$ cat src/rtl/coin_payout.sv
// Coin hopper payout controller: ejects COIN_VALUE coins one at a time until the
// requested credit is paid. Each coin is confirmed by a debounced exit sensor.
module coin_payout #(
   parameter int COIN_VALUE      = 5,
   parameter int MAX_AMOUNT      = 95,
   parameter int TIMEOUT_CYCLES  = 50000000,
   parameter int DEBOUNCE_CYCLES = 500000,
   parameter int GAP_CYCLES      = 5000000
) (
   input  logic       clk,
   input  logic       reset,
   input  logic       start,
   input  logic [6:0] amount,
   input  logic       coin_sense,
   input  logic       clear_fault,
   output logic       hopper_en,
   output logic       busy,
   output logic       done,
   output logic       fault,
   output logic [6:0] remaining,
   output logic [4:0] coins_paid
);

   localparam logic [1:0] IDLE  = 2'd0;
   localparam logic [1:0] FEED  = 2'd1;
   localparam logic [1:0] GAP   = 2'd2;
   localparam logic [1:0] FAULT = 2'd3;

   localparam int TIMER_MAX = (TIMEOUT_CYCLES > GAP_CYCLES) ? TIMEOUT_CYCLES : GAP_CYCLES;
   localparam int TW        = $clog2(TIMER_MAX + 1);
   localparam int DW        = $clog2(DEBOUNCE_CYCLES + 1);

   localparam logic [TW-1:0] TIMEOUT_LAST = TW'(TIMEOUT_CYCLES - 1);
   localparam logic [TW-1:0] GAP_LAST     = TW'(GAP_CYCLES - 1);
   localparam logic [DW-1:0] DEB_LAST     = DW'(DEBOUNCE_CYCLES - 1);
   localparam logic [6:0]    COIN         = 7'(COIN_VALUE);
   localparam logic [6:0]    MAX_AMT      = 7'(MAX_AMOUNT);
   localparam logic [4:0]    COINS_SAT    = 5'd31;

   logic [1:0]    state;
   logic [1:0]    next_state;
   logic [TW-1:0] timer;
   logic          sync1;
   logic          sync2;
   logic          deb_level;
   logic [DW-1:0] deb_cnt;
   logic          coin_event;
   logic [6:0]    clamped;

   // Synchronize the sensor, then accept a level change only after it has
   // persisted; a coin is the rising edge of the accepted level.
   always_ff @(posedge clk or posedge reset) begin
      if (reset) begin
         sync1     <= 1'b0;
         sync2     <= 1'b0;
         deb_level <= 1'b0;
         deb_cnt   <= '0;
      end else begin
         sync1 <= coin_sense;
         sync2 <= sync1;
         if (sync2 != deb_level) begin
            if (deb_cnt == DEB_LAST) begin
               deb_level <= sync2;
               deb_cnt   <= '0;
            end else begin
               deb_cnt <= deb_cnt + 1'b1;
            end
         end else begin
            deb_cnt <= '0;
         end
      end
   end

   assign coin_event = sync2 && !deb_level && (deb_cnt == DEB_LAST);
   assign clamped    = (amount > MAX_AMT) ? MAX_AMT : amount;
   assign busy       = (state != IDLE);
   assign fault      = (state == FAULT);

   // A coin arriving on the timeout cycle still counts, so it is tested first.
   always_comb begin
      next_state = state;
      case (state)
         IDLE:    if (start && clamped >= COIN) next_state = FEED;
         FEED: begin
            if (coin_event)                 next_state = GAP;
            else if (timer == TIMEOUT_LAST) next_state = FAULT;
         end
         GAP:     if (timer == GAP_LAST) next_state = (remaining >= COIN) ? FEED : IDLE;
         FAULT:   if (clear_fault) next_state = IDLE;
         default: next_state = IDLE;
      endcase
   end

   // The timer restarts on every state change, so it serves both the feed
   // timeout and the inter-coin gap.
   always_ff @(posedge clk or posedge reset) begin
      if (reset) begin
         state      <= IDLE;
         timer      <= '0;
         hopper_en  <= 1'b0;
         done       <= 1'b0;
         remaining  <= 7'd0;
         coins_paid <= 5'd0;
      end else begin
         state     <= next_state;
         hopper_en <= (next_state == FEED);
         done      <= 1'b0;
         if (state != next_state)
            timer <= '0;
         else if (state == FEED || state == GAP)
            timer <= timer + 1'b1;

         case (state)
            IDLE: begin
               if (start) begin
                  remaining  <= clamped;
                  coins_paid <= 5'd0;
                  if (clamped < COIN) done <= 1'b1;
               end
            end
            FEED: begin
               if (coin_event) begin
                  remaining <= remaining - COIN;
                  if (coins_paid != COINS_SAT) coins_paid <= coins_paid + 1'b1;
               end
            end
            GAP: begin
               if (timer == GAP_LAST && remaining < COIN) done <= 1'b1;
            end
            default: ;
         endcase
      end
   end

endmodule

$ cat config.mk
export PLATFORM = sky130hd
export DESIGN_NAME = coin_payout
export DESIGN_NICKNAME = d
export VERILOG_FILES = /design/src/rtl/coin_payout.sv
export SDC_FILE = /design/constraint.sdc
export NUM_CORES = 1
export LEC_CHECK = 0
export ABC_AREA = 1
export CAP_MARGIN = 5
export CELL_PAD_IN_SITES_DETAIL_PLACEMENT = 0
export CELL_PAD_IN_SITES_GLOBAL_PLACEMENT = 2
export CORE_AREA = 5 5 113 115
export DETAILED_ROUTE_END_ITERATION = 10
export DIE_AREA = 0 0 118 120
export HOLD_SLACK_MARGIN = 0.06
export PLACE_DENSITY_LB_ADDON = 0.25
export SYNTH_ARGS = -nofsm -noshare
export SYNTH_HDL_FRONTEND = slang
export SYNTH_SLANG_ARGS = --single-unit
export TNS_END_PERCENT = 1
$ cat constraint.sdc
create_clock -name clk -period 2.5 [get_ports clk]
set_input_delay 0.5 -clock clk [delete_from_list [all_inputs] [get_ports clk]]
set_output_delay 0.5 -clock clk [all_outputs]
set_load 0.01 [all_outputs]
==> results_dict.tcl, run 1 <==
set metrics [dict create \
    ys_seq_area_frac 0.400 \
    syn_nets 526 \
    synth_seq_cells 64 \
    final_cell_mix "112 x nand2_1, 69 x nor2_1, 63 x dfrtp_1, 59 x inv_1, 27 x clkdlybuf4s50_1" \
    ys_warn_count 0 \
    arrival_ns 1.77 \
    path_buf_inv 3 \
    gp_congestion 0.780 \
    async_flop_share 1.00 \
    reg2reg_from "timer[0]" \
    grt_pass1_vias 3372 \
    area_delta_synth_final_pct 18.3 \
    finalSetupViolCount 0 \
    muxShareOfSynthArea 0.00250 \
    dr.pass1.iters 4 \
    synth_top_area_cell "dfrtp_1" \
    synthAdderAreaFrac 0.0344 \
    relSlewSlack 0.640 \
    design.die.area_sq_mm 0.0142 \
    hold_path_depth 0 \
    slew_violations 0 \
    leakage_nw 2.09 \
    synthTopCellsByArea "dfrtp_1 40%, nand2_1 11%, nor2_1 6.5%" \
    cpPeakStageDelay_ns 0.56 \
    port_buffers 27 \
    syn_area_per_cell_sq_um 7.95 \
    ioPinCount 28 \
    clk_path_buf_depth 2 \
    synth-edff-count 0 \
    fin_nets 561 \
    synth.top_cell.area_share 0.400 \
    cp.required_ns 2.00 \
    fin_skew_ns 0.0103 \
    worst_slack_ns 0.228 \
    cpMostUsedCell "inv_1" \
    cts_tree "done" \
    critPathKind "register to output pin" \
    wl_um 9380 \
    min_period_ns 2.27 \
    grt_pass1_wl_um 16700 \
    die_h_um 120 \
    die_x_um 118 \
    dp_hpwl_um 7030 \
    cp_cell_sequence "inv_1 -> ha_1 -> inv_1 -> clkdlybuf4s50_1" \
    clk_latency_ns 0.33 \
    final_common_cell "nand2_1" \
    rows 40 \
    status "finished clean" \
    cp_max_fo 5 \
    cts.clk_slew.worst_paths_ns 0.06 \
    via_per_inst 4.71 \
    detail_route.wl_per_cell_um 13.6 \
    synth_xor_area_frac 0.0569 \
    finalHoldViolCount 0 \
    post_cts_resized 0 \
    setup_tns_ns 0 \
    r2r_cells 12 \
    critPathCaptureType "output pin" \
    start_kind "register" \
    worst_slew_pin_slew_ns 0.539 \
    vdd_drop_max_uv 351 \
    coreArea_sq_mm 0.0117 \
    cts_buffers 9 \
    max_cap_viol_count 0 \
    cts_root_buf "clkbuf_16" \
    synthCells 503 \
    synth_compound_gate_area_share 0.0563 \
    vias 3249 \
    ant_nets 0 \
    grt_max_degree 27 \
    critPathSlowestCell "clkdlybuf4s50_1" \
    drtIter0Drc 208 \
    netlist_area_sq_mm 0.00400 \
    place_ws_ns 0.000959 \
    synth_ff_type "dfrtp_1" \
    drive_above_1_share 0.140 \
    whs_endpoint "sync2" \
    p_per_area_mw_per_mm2 486 \
    synth.distinct_cells 40 \
    num_antenna_cells 0 \
    reg2reg_to "timer[19]" \
    cp_top_family "buffers and inverters" \
    yosys.area_share.simple 0.370 \
    grt_overflow_total 0 \
    hp-class "register to register" \
    holdBufCountCts 0 \
    drc 0 \
    totalPowerFinal_w 0.00230 \
    initial_utilization 0.342 \
    antenna_found_initial 0 \
    htree_levels 3 \
    period_share 0.909 \
    rrSetupSlack_ns 0.32 \
    hp-start "sync1" \
    track_usage 0.142 \
    cts.sinks 64 \
    fmax_mhz 440 \
    cts_setup_buffers 0 \
    rsz0062_at_grt "no" \
    synth_top_family_by_area "simple AND/OR/NAND/NOR gates" \
]
[layer usage]
metal | up-vias | wire, um | GRT usage
li1 | 1692 | - | -
met1 | 1509 | 4700 | 0.194
met2 | 40 | 4310 | 0.223
met3 | 8 | 293 | 0.0311
met4 | 0 | 87 | 0.0437
met5 | - | 0 | 0
[area by class of cell]
type                    count  area [sq um]
clock inverters             6          43.8
fillers                  1225          6980
clock buffers              10           239
well taps                 147           184
multi-input cells         368          2090
inverters                  61           229
repair buffers             34           348
flip-flops and latches     64          1600
[synth_stat cells, types with 2 or more instances]
cell type	instances
a211oi_1	2
a21oi_1	7
buf_12	2
buf_6	2
clkbuf_1	4
dfrtp_1	64
ha_1	11
inv_1	60
nand2_1	112
nand2_2	7
nand2_4	2
nand3_1	25
nand3_2	4
nand4_1	14
nor2_1	69
nor2_2	5
nor2_4	4
nor3_1	12
nor3_2	24
nor3b_1	4
nor3b_2	2
nor4_1	4
o21ai_0	15
o21ai_1	3
o21bai_1	2
o22ai_1	4
o31ai_1	2
xnor2_1	7
xor2_1	19
[worst max path at each step]
stage                         start       endpoint  slack [ns]  cells past startpoint
after global placement    amount[5]      timer[20]        0.10                     11
after detailed placement  amount[5]      timer[19]       0.001                     11
after global routing       state[1]      timer[23]        0.04                     12
after CTS                  state[1]           busy        0.14                      4
after floorplan               reset  coins_paid[0]        0.40                      1
final                      state[1]           busy        0.23                      4
[logic make-up (layout without fill, tap and decap cells)]
logic type	Yosys count	after routing
compound gates	39	39
xor+xnor	26	26
fa+ha+maj	11	11
buf+inv	71	111
flops	64	64
mux	1	1
simple gates	291	291
[stage by stage]
step                cell area [sq um]  instances   util  hold WS, ns
finish                           4730        690  0.404        0.380
global route                     4730        690  0.404        0.391
CTS                              4730        690  0.404        0.383
detailed placement               4440        674  0.379        0.377
global placement                 4440        674  0.379        0.371
floorplan                        4000        503      -        0.331
[worst register-to-register path: cells and delay by family (launching register included)]
| family | cells | cell delay, ns |
|---|---|---|
| AND/OR/NAND/NOR | 10 | 1.36 |
| flip-flops | 1 | 0.41 |
| adder cells (fa/ha/maj) | 1 | 0.20 |
| buffers and inverters | 1 | 0.08 |
[where the power goes]
group | internal (W) | total, W | switching, W
clock | 0.000699 | 0.00119 | 0.000489
combinational | 0.0000286 | 0.0000689 | 0.0000403
sequential | 0.00104 | 0.00105 | 0.00000351
total | 0.00177 | 0.00230 | 0.000533
[sequential cells by signal, summed over array words and instances, names as in the netlist, 2 cells and up]
| register | cells |
|---|---|
| coins_paid | 5 |
| deb_cnt | 19 |
| remaining | 7 |
| state | 2 |
| timer | 26 |
Note: power is estimated with default switching activity, not from simulation.
==> run 2: changes to the inputs <==
--- a/config.mk
+++ b/config.mk
@@ -13,7 +13,7 @@
 export DETAILED_ROUTE_END_ITERATION = 10
 export DIE_AREA = 0 0 118 120
 export HOLD_SLACK_MARGIN = 0.06
-export PLACE_DENSITY_LB_ADDON = 0.25
+export PLACE_DENSITY = 0.75
 export SYNTH_ARGS = -nofsm -noshare
 export SYNTH_HDL_FRONTEND = slang
 export SYNTH_SLANG_ARGS = --single-unit
==> run 2 against run 1 <==
Effect of this change:
- first-iteration DRC count shrank 7.7%
- worst setup slack got worse by 0.055 ns
- clock skew fell by 0.0036 ns
- non-clock buffer count increased by 2
- power grew 3.3%
- via count increased by 0.68%
- register-to-register slack lost 0.08 ns
- sequential power is essentially flat
- critical path type unchanged
- largest cell class unchanged
- largest power group unchanged
==> results_dict.tcl, run 2 (same netlist as run 1, synthesis figures left out) <==
set metrics [dict create \
    status "finished clean" \
    htree_levels 3 \
    power_frac_comb 0.027 \
    cp_max_fo 5 \
    wl_um 9560 \
    postLayoutCellArea_sq_mm 0.00475 \
    dpl_cell_area_sq_mm 0.00446 \
    cts.clk_slew.worst_paths_ns 0.05 \
    cts_tree "done" \
    area_delta_synth_final_pct 18.8 \
    leakage_nw 2.10 \
    cts_root_buf "clkbuf_16" \
    critPathKind "register to output pin" \
    critPathCaptureType "output pin" \
    cts.sinks 64 \
    detail_route.wl_per_cell_um 13.8 \
    slew_violations 0 \
    final_cell_mix "112 x nand2_1, 69 x nor2_1, 64 x dfrtp_1, 59 x inv_1, 27 x clkdlybuf4s50_1" \
    cp.required_ns 2.00 \
    vias 3271 \
    whs_ns 0.376 \
    start_kind "register" \
    relSlewSlack 0.675 \
    hp-class "register to register" \
    finalHoldViolCount 0 \
    top_regs "timer (26), deb_cnt (19), remaining (7)" \
    die_x_um 118 \
    ioPinCount 28 \
    p_int_w 0.00188 \
    clkPwrFrac 0.533 \
    p_per_area_mw_per_mm2 500 \
    cts_buffers 9 \
    dr.pass1.iters 4 \
    dp_hpwl_um 7140 \
    top_register "timer" \
    num_antenna_cells 0 \
    track_usage 0.144 \
    initial_utilization 0.342 \
    grt_pass1_vias 3340 \
    grt_pass1_wl_um 16600 \
    drtIter0Drc 192 \
    holdBufCountCts 0 \
    coreArea_sq_mm 0.0117 \
    port_buffers 27 \
    setup_tns_ns 0 \
    drc 0 \
    fmax_mhz 430 \
    design.die.area_sq_mm 0.0142 \
    die_h_um 120 \
    grt_overflow_total 0 \
    vdd_drop_max_uv 390 \
    worst_slew_pin_slew_ns 0.487 \
    drive_above_1_share 0.138 \
    cts_setup_buffers 0 \
    antenna_found_initial 0 \
    switching_share 0.210 \
    rows 40 \
    clk_path_buf_depth 2 \
    clk_latency_ns 0.34 \
    largest_register_ffs 26 \
    final_common_cell "nand2_1" \
    post_cts_resized 0 \
    rsz0062_at_grt "no" \
    ant_nets 0 \
    via_per_inst 4.74 \
    fin_nets 563 \
    grt_max_degree 37 \
    max_cap_viol_count 0 \
    period_share 0.931 \
    min_period_ns 2.33 \
    gp_congestion 0.753 \
    fin_skew_ns 0.00678 \
    arrival_ns 1.83 \
    finalSetupViolCount 0 \
    pwr-share-seq 0.440 \
    switchingPower_w 0.000498 \
    final_util 0.406 \
]
[run 2: cell count changes in the layout (fill, tap and decap cells not counted), sizes merged]
cell / delta
buf: +2
bufinv: +1
clkbuf: +1
clkinvlp: -3
inv: -1
[run 2: path summary, 6_finish.rpt]
| path | from | end | slack, ns | cells after the start |
|---|---|---|---|---|
| min reg2reg | sync1 | sync2 | 0.38 | 0 |
| min in group asynchronous | reset | deb_cnt[18] | 0.57 | 3 |
| min | sync1 | sync2 | 0.38 | 0 |
| max | state[1] | busy | 0.17 | 4 |
| max in group asynchronous | reset | remaining[6] | 1.54 | 3 |
| max reg2reg | state[1] | timer[23] | 0.24 | 12 |
[run 2: critical path: stages (launching register included)]
cell             delay [ns]
dfrtp_1                0.42
inv_1                  0.13
ha_1                   0.25
inv_1                  0.13
clkdlybuf4s50_1        0.57
[run 2: power groups by stage]
stage                     Combinational (W)  Sequential, W  Clock (W)
after floorplan                   0.0000300        0.00106          0
after global placement            0.0000659        0.00106          0
after detailed placement          0.0000661        0.00106          0
after CTS                         0.0000666        0.00105    0.00131
after global routing              0.0000742        0.00105    0.00135
final                             0.0000638        0.00105    0.00127
[run 2: layout make-up]
class	count	area [sq um]
fillers	1236	6960
multi-input cells	368	2080
flip-flops and latches	64	1600
repair buffers	36	363
clock buffers	11	253
inverters	61	229
well taps	147	184
clock inverters	3	42.5
[run 2: stage by stage]
| stage | instances | total power (W) | worst slack (ns) |
|---|---|---|---|
| after global placement | 676 | 0.00113 | 0.111 |
| after detailed placement | 676 | 0.00113 | 0.0404 |
| final | 690 | 0.00238 | 0.172 |
| after floorplan | 503 | 0.00109 | 0.402 |
| after global routing | 690 | 0.00247 | 0.0365 |
| after CTS | 690 | 0.00243 | 0.148 |
[run 2: per-layer routing]
| layer | routed length (um) | GRT usage | vias to the layer above |
|---|---|---|---|
| met2 | 4210 | 0.219 | 33 |
| met5 | 0 | 0 | - |
| met4 | 180 | 0.0559 | 0 |
| met1 | 4860 | 0.198 | 1523 |
| met3 | 307 | 0.0358 | 13 |
| li1 | - | - | 1702 |
==> RTL edit, RTL diff (flow settings as in run 1) <==
Reset style: synchronous (`reset`), changed in 2 clocked blocks.
--- a/src/rtl/coin_payout.sv
+++ b/src/rtl/coin_payout.sv
@@ -49,7 +49,7 @@
 
    // Synchronize the sensor, then accept a level change only after it has
    // persisted; a coin is the rising edge of the accepted level.
-   always_ff @(posedge clk or posedge reset) begin
+   always_ff @(posedge clk) begin
       if (reset) begin
          sync1     <= 1'b0;
          sync2     <= 1'b0;
@@ -93,7 +93,7 @@
 
    // The timer restarts on every state change, so it serves both the feed
    // timeout and the inter-coin gap.
-   always_ff @(posedge clk or posedge reset) begin
+   always_ff @(posedge clk) begin
       if (reset) begin
          state      <= IDLE;
          timer      <= '0;
Function: differs if reset is asserted again (counterexample within 4 cycles, from zero or initial values and one cycle with reset high); with reset held inactive, the same outputs for 10 cycles.
==> RTL edit against run 1 <==
Sequential cell count unchanged. First-iteration DRC count is 36% lower. Area after synthesis shrank 5.6%. Routed wire length decreased by 4.3%. Worst setup slack got worse by 0.073 ns. Final area fell by 4.6%.
Power is not compared: it rests on default switching activity, and its combinational part moved more than twofold at a synthesized area within 25%.
==> RTL edit: results (changes against run 1) <==
* CP Data Arrival Time at 1.85 ns (+0.08 ns)
* Number of nets still failing antenna checks after routing at 0 (unchanged)
* Global Route met1 Usage at 0.1637 (-0.03037)
* GR Util met2 at 0.2252 (+0.001768)
* Clock-pin slew on the worst setup and hold paths at 0.05 ns
* Wl on met1 at 4271 microns (-9.1%)
* Longest Clk Path Bufs at 2 (unchanged)
* Setup Skew at 0.007241 ns (-0.003105 ns)
* Global-route wire length before repair at 15410 microns (-7.6%)
* Worst reg2reg path depth at 11 (-1)
* Met3 layer usage reported by global route at 0.04100 (+0.009896)
* Global-route total usage across every layer at 0.1346 (-0.007016)
* WL met3 at 295 microns (+0.68%)
* Fraction of final layout cells with drive strength greater than 1 at 0.1658 (+0.02579)
* Setup slack, reg-to-reg at 0.32 ns (about the same)
* Placed cell count at 681 (+1.0%)
* Number of diodes at 0 (unchanged)
* Worst min-delay path category: reg2reg
* Buffers on Ports at 27 (unchanged)
* Number of standard cells in the layout, taps in and fillers out at 696 (+0.87%)
* Synth top cells by count: nand2_1, dfxtp_1, inv_1
* Crit Path Max Fanout at 8 (+3)
* Half-perimeter wire length after detailed placement at 6732 microns (-4.2%)
* Number of fill cells in the layout at 1266 (+3.3%)
* Postcts setup bufs at 0 (unchanged)
* Count of synthesis-stage warnings from yosys at 0 (unchanged)
* CTS H-tree depth at 3 (unchanged)
* Clock latency reported for the late side of the worst-skew pair at 0.33 ns (about the same)
* Wirelength per Cell at 12.91 microns (-5.1%)
* Placed cell areas at 0.004228 sq mm (-4.8%)
* Leading post-synthesis cells by cell area: dfxtp_1, nand2_1, nor3_2
* Worst slew margin relative to its limit at 0.6913 (+0.05134)
* Number of distinct library cells after synthesis at 41 (+2.5%)
* Start of the worst register-to-register path: state[1]
* Critical Path Start: state[1]
* NumNets Final at 568 (+1.2%)
* Number of DRC markers in iteration 0 at 133 (-36%)
* Vias in the first global route at 3224 (-4.4%)
* Slowest library cell on the worst path: clkdlybuf4s50_1
* Number of stages on the worst hold path at 2 (+2)
* Final hold slack at 0.4148 ns (+0.03467 ns)
* Synthesized instance count at 510 (+1.4%)
* Maximum number of pins on one net before global-route repair at 27 (unchanged)
* Max incr delay on CP at 0.54 ns (-0.02 ns)
* Proportion of synthesized flip-flops having asynchronous set or reset at 0 (-1.000)
* RR Endpoint: timer[18]
* Placement Setup Slack at 0.005116 ns (+0.004157 ns)
* Total clock buffers created by CTS at 9 (unchanged)
* Total nets after synthesis at 533 (+1.3%)
* Endpoint with the worst hold slack: sync2
* Outcome: finished, final reports clean
* Register area share after synthesis at 0.3391 (-0.06118)
* Vias per inst at 4.671 (-0.80%)
* Max layer used: met4
* Launch instance of the worst min-delay path: sync1
* Total met2 wirelength after detailed routing at 4273 microns (-0.74%)
* VDD IR max at 0.0003124 V
* Final GP Congestion at 0.8049 (+3.2%)
[RTL edit: changes by cell type after synthesis, sizes merged, moves of 4 or more]
| cell | delta |
|---|---|
| a21oi | +16 |
| inv | +12 |
| dfxtp | +64 |
| nor3 | +6 |
| nand2 | -24 |
| xnor2 | +4 |
| nand3 | +12 |
| nor3b | -5 |
| xor2 | +4 |
| o22ai | -4 |
| nor2 | -10 |
| dfrtp | -64 |
[RTL edit: how the worst max path moves through the flow]
| stage | endpoint | slack [ns] | cells past startpoint |
|---|---|---|---|
| floorplan | timer[18] | 0.42 | 12 |
| global placement | timer[5] | 0.11 | 11 |
| detailed placement | timer[4] | 0.005 | 11 |
| CTS | busy | 0.04 | 4 |
| global route | busy | 0.06 | 4 |
| finish | busy | 0.15 | 4 |
[RTL edit: logic make-up (layout without fill, tap and decap cells)]
group,after synthesis,in the layout,synth area share
AND/OR/NAND/NOR,269,269,0.3808
buffers and inverters,84,123,0.09305
flip-flops,64,64,0.3391
AO/OA/AOI/OAI,47,47,0.06921
XOR/XNOR,34,34,0.07881
adder cells (fa/ha/maj),11,11,0.03642
multiplexers,1,1,0.002649
[RTL edit: report_power, final]
group / internal (mW) / total, mW / switching, mW
registers: 1.05 / 1.07 / 0.0265
logic: 0.153 / 0.388 / 0.236
clock network: 0.761 / 1.21 / 0.451
[RTL edit: layout make-up]
type / count / area [sq um] / share of cell area
well taps: 147 / 183.9 / 0.04072
inverters: 73 / 274.0 / 0.06066
flip-flops and latches: 64 / 1281 / 0.2837
repair buffers: 35 / 342.8 / 0.07590
clock buffers: 9 / 225.2 / 0.04986
clock inverters: 6 / 61.31 / 0.01357
multi-input cells: 362 / 2148 / 0.4756
[RTL edit: critical path: cells and delay by family (launching register included)]
kind       cells  cell delay (ns)
fa+ha+maj      1             0.26
flops          1             0.44
buf+inv        3             0.81
